--- src/rtl/counter.sv ---
// Registered population counter: tallies the 1 and 0 bits of an accepted word
// and presents both counts, plus all-ones/all-zeros/parity flags, one cycle later.
module counter #(
    parameter int unsigned WIDTH = 8,
    parameter int unsigned CW    = $clog2(WIDTH + 1)
) (
    input  logic             clk,
    input  logic             rst,
    input  logic             in_valid,
    input  logic [WIDTH-1:0] num,
    output logic [CW-1:0]    ones,
    output logic [CW-1:0]    zeroes,
    output logic             out_valid,
    output logic             all_ones,
    output logic             all_zeros,
    output logic             parity
);

    logic [CW-1:0] pop;
    logic [CW-1:0] ones_d, ones_q;
    logic [CW-1:0] zeroes_d, zeroes_q;
    logic          out_valid_d, out_valid_q;
    logic          all_ones_d, all_ones_q;
    logic          all_zeros_d, all_zeros_q;
    logic          parity_d, parity_q;

    // Adder tree: each bit is widened to CW before summing so nothing can overflow.
    always_comb begin
        pop = '0;
        for (int i = 0; i < int'(WIDTH); i++) begin
            pop = pop + CW'(num[i]);
        end
    end

    // Next state: load on accept, otherwise hold counts/flags and drop out_valid.
    always_comb begin
        ones_d      = ones_q;
        zeroes_d    = zeroes_q;
        all_ones_d  = all_ones_q;
        all_zeros_d = all_zeros_q;
        parity_d    = parity_q;
        out_valid_d = 1'b0;
        if (in_valid) begin
            ones_d      = pop;
            zeroes_d    = CW'(WIDTH) - pop;
            all_ones_d  = (pop == CW'(WIDTH));
            all_zeros_d = (pop == '0);
            parity_d    = ^num;
            out_valid_d = 1'b1;
        end
    end

    // Output register stage; reset wins over any word presented in the same cycle.
    always_ff @(posedge clk) begin
        if (rst) begin
            ones_q      <= '0;
            zeroes_q    <= '0;
            out_valid_q <= 1'b0;
            all_ones_q  <= 1'b0;
            all_zeros_q <= 1'b0;
            parity_q    <= 1'b0;
        end else begin
            ones_q      <= ones_d;
            zeroes_q    <= zeroes_d;
            out_valid_q <= out_valid_d;
            all_ones_q  <= all_ones_d;
            all_zeros_q <= all_zeros_d;
            parity_q    <= parity_d;
        end
    end

    assign ones      = ones_q;
    assign zeroes    = zeroes_q;
    assign out_valid = out_valid_q;
    assign all_ones  = all_ones_q;
    assign all_zeros = all_zeros_q;
    assign parity    = parity_q;

endmodule

--- config.mk ---
export PLATFORM = sky130hd
export DESIGN_NAME = counter
export DESIGN_NICKNAME = d
export VERILOG_FILES = /design/src/rtl/counter.sv
export SDC_FILE = /design/constraint.sdc
export NUM_CORES = 1
export LEC_CHECK = 0
export CAP_MARGIN = 10
export CORE_MARGIN = 3
export CORE_UTILIZATION = 39
export DETAILED_ROUTE_END_ITERATION = 7
export PLACE_DENSITY = 0.73
export SYNTH_ARGS = -nofsm -noshare
export SYNTH_HDL_FRONTEND = slang
export SYNTH_SLANG_ARGS = --single-unit
--- constraint.sdc ---
create_clock -name clk -period 3.33 [get_ports clk]
set_input_delay 0.666 -clock clk [delete_from_list [all_inputs] [get_ports clk]]
set_output_delay 0.666 -clock clk [all_outputs]
set_load 0.01 [all_outputs]
==> results of run 1 <==
worst max path at each step:
| stage | start | endpoint | slack [ns] |
|---|---|---|---|
| global route | num[1] | zeroes[3]$_SDFFE_PP0P_ | -0.15 |
| detailed placement | num[0] | zeroes[2]$_SDFFE_PP0P_ | -0.75 |
| floorplan | num[0] | zeroes[3]$_SDFFE_PP0P_ | -0.14 |
| finish | num[1] | zeroes[3]$_SDFFE_PP0P_ | -0.06 |
| global placement | num[0] | zeroes[2]$_SDFFE_PP0P_ | -0.68 |
| CTS | num[0] | zeroes[2]$_SDFFE_PP0P_ | -0.18 |
cell usage after synthesis:
library cell / n / share of area
a211oi_1: 2 / 0.022
a211oi_2: 1 / 0.018
a21o_1: 1 / 0.011
a21oi_1: 3 / 0.022
buf_2: 1 / 0.0074
buf_4: 1 / 0.011
clkbuf_1: 1 / 0.0055
dfxtp_1: 11 / 0.33
fa_1: 4 / 0.12
ha_1: 5 / 0.092
inv_1: 10 / 0.055
mux2i_1: 4 / 0.059
nand2b_1: 2 / 0.018
nand3_2: 1 / 0.015
nand4_1: 1 / 0.0092
nand4b_1: 1 / 0.013
nor2_1: 7 / 0.039
nor2b_1: 2 / 0.018
nor3b_1: 1 / 0.011
xnor2_1: 5 / 0.065
xnor2_2: 1 / 0.024
xor2_1: 3 / 0.039
flip-flops by register name, summed over array words and instances (netlist names):
signal,cells
all_zeros,1
zeroes,3
ones,4
out_valid,1
all_ones,1
parity,1
cells in the final DEF, fill, tap and decap left out, types with 4 or more instances in the layout:
master / n
clkdlybuf4s50_1: 19
mux2i_1: 4
nor2_1: 7
xnor2_1: 4
buf_4: 7
buf_6: 4
dfxtp_1: 11
inv_1: 9
logic make-up after synthesis:
| kind of cell | after synthesis | share of synthesized area |
|---|---|---|
| fa+ha+maj | 9 | 0.2107 |
| mux | 4 | 0.05915 |
| buf+inv | 13 | 0.07948 |
| xor+xnor | 9 | 0.1276 |
| flops | 11 | 0.3253 |
| compound gates | 7 | 0.07393 |
| simple gates | 15 | 0.1239 |
power by group through the flow:
stage	Clock, uW	Combinational, uW	Sequential (uW)
floorplan	0	166	176
global placement	0	266	166
detailed placement	0	267	167
CTS	93.8	311	163
global route	101	363	165
finish	92.2	330	163
final cells by class:
cell class,instances,area (um2),share of cell area
Clock buffer,4,26.28,0.02524
Multi-Input combinational cell,44,444.2,0.4267
Sequential cell,11,220.2,0.2115
Tap cell,16,20.02,0.01923
Timing Repair Buffer,31,292.8,0.2812
Inverter,10,37.54,0.03606
per-layer routing:
layer | global-route usage | up-vias
met5 | 0 | -
met4 | 0.04839 | 0
met3 | 0.04511 | 4
met2 | 0.2273 | 17
met1 | 0.1701 | 254
li1 | - | 285
tightest hold or removal path: cells and delay by family (launching register included):
| family | cells | cell delay (ns) |
|---|---|---|
| flops | 1 | 0.31 |
| simple gates | 1 | 0.06 |
| compound gates | 1 | 0.06 |
through the flow:
step	total power (uW)	hold WS [ns]	setup WS, ns	utilization
CTS	567.8	0.4765	-0.1759	0.6460
finish	585.6	0.4736	-0.05796	0.6603
detailed placement	434.0	0.4645	-0.7455	0.6135
global placement	431.9	0.4575	-0.6798	0.6135
global route	629.4	0.4985	-0.1535	0.6603
floorplan	342.6	0.4934	-0.1410	-
timing repair:
action                     4_1_cts  5_1_grt
buffers inserted                 3        1
resized for setup               15        4
pin swaps                       11        8
setup endpoints to repair        8        6
==> flow_summary.yaml, run 1 <==
setup_path:
  r2r_end: "ones[2]$_SDFFE_PP0P_"
  crit_top_cell: "fa_1"
  critPathMaxFanout: 2
  crit_family: "adder cells"
  start_kind: "primary input"
  path_cells: "buf_6, fa_1, inv_1, fa_1, fa_1, inv_1, ha_2, fa_2, inv_2, buf_6, nand3_2, xor2_1, a211oi_2"
  crit_buf_inv: 5
  cpPeakStageDelay_ns: 0.55
  reg2reg_from: "ones[2]$_SDFFE_PP0P_"
  reg2reg_slack_ns: 2.60
  path_depth: 13
  cp.arrival_ns: 3.52
  r2r_cells: 2
  required_ns: 3.46
  path_class: "primary input to flop"
  end_kind: "flop"
  crit_slowest_cell: "fa_2"
outcome:
  failed_checks: "setup timing"
  run_status: "finished, violations left"
drt:
  avgViaCountPerCell: 4.828
  drt_iter0_drc: 12
  wl_per_cell_um: 11.23
  drc: 0
  dr.pass1.iters: 4
  wl_met2_um: 643
  top_layer: "met4"
  wl_um: 1303
  routed-via-count: 560
  antenna_left: 0
  met1Wirelength_um: 557
  wl_met3_um: 78
timing:
  max_freq_mhz: 295.2
  fin_crit_ns: 3.388
  finClkSkew_ns: 0
  finalSetupViolCount: 3
  finalCritPeriodShare: 1.017
  relSlewSlack: 0.5830
  hold_viol: 0
  grt_setup_unrepaired: "yes"
  tightest_slew_ns: 0.6236
  setup_tns_ns: -0.1245
  layout_setup_ws_ns: -0.05796
  slew_viol_final: 0
yosys:
  synth_cell_types: 22
  synth.avg_cell_area_um2: 9.954
  synth_cells: 68
  synthesis.area_um2: 676.9
  yosysSeqAreaShare: 0.3253
  yosysWarnings: 0
  ys_ff_latch: 11
  synth_nets: 88
die:
  die_y_um: 47.66
  initial_core_util: 0.4294
  chipWidth_um: 47.66
  core_area_um2: 1577
  dieArea_um2: 2271
  ioPinCount: 23
  rows: 14
place:
  placed_cell_area_um2: 967.2
  dp.final_hpwl_um: 984.7
  io_buffers: 22
  dp_cells: 108
  gp_congestion: 0.7788
cts:
  cts_tree: "yes"
  clk_latency_ns: 0.27
  cts-root-buf: "clkbuf_4"
  cts_buffer_depth: 2
  clk_pin_slew_ns: 0.07
  clock-sinks: 11
  ctsHtreeMaxLevel: 1
  cts_hold_buf: 0
  cts_buffers: 3
finish:
  final_cell_area_um2: 1041
  fillers: 116
  final_nets: 121
  instances_no_fill: 116
  n_antenna_cell: 0
  layout-drive-gt1-share: 0.2400
  syn_to_final_growth_pct: 53.79
flow_run:
  max_cap_viol_count: 0
pwr:
  power_frac_clock: 0.158
  intPower_uw: 394.0
  p_sw_frac: 0.3272
  p_sw_uw: 191.6
  p_seq_frac: 0.278
  leakage_uw: 0.0004575
  comb_power_share: 0.564
  peakVddDrop_uv: 313.6
  power-per-cell-area_nw_per_um2: 562.5
worst_hold_path:
  min_from: "all_zeros$_SDFFE_PP0P_"
  hp-class: "flop to flop"
  hold_path_depth: 2
  hold_path_end: "all_zeros$_SDFFE_PP0P_"
global_routing:
  grt_pass1_vias: 493
  grt_start_max_net_pins: 17
  overflow: 0
  grt_pass1_wl_um: 2166
  antenna_found_initial: 0
  grt_use_total: 0.1384
Note: power is estimated with default switching activity, not from simulation.
==> inputs of run 2 (changes only) <==
--- a/config.mk
+++ b/config.mk
@@ -10,6 +10,7 @@
 export CORE_UTILIZATION = 39
 export DETAILED_ROUTE_END_ITERATION = 7
 export PLACE_DENSITY = 0.73
+export SLEW_MARGIN = 0
 export SYNTH_ARGS = -nofsm -noshare
 export SYNTH_HDL_FRONTEND = slang
 export SYNTH_SLANG_ARGS = --single-unit
==> results of run 2 <==
No change in the layout: final DEF, timing and power equal those of run 1.
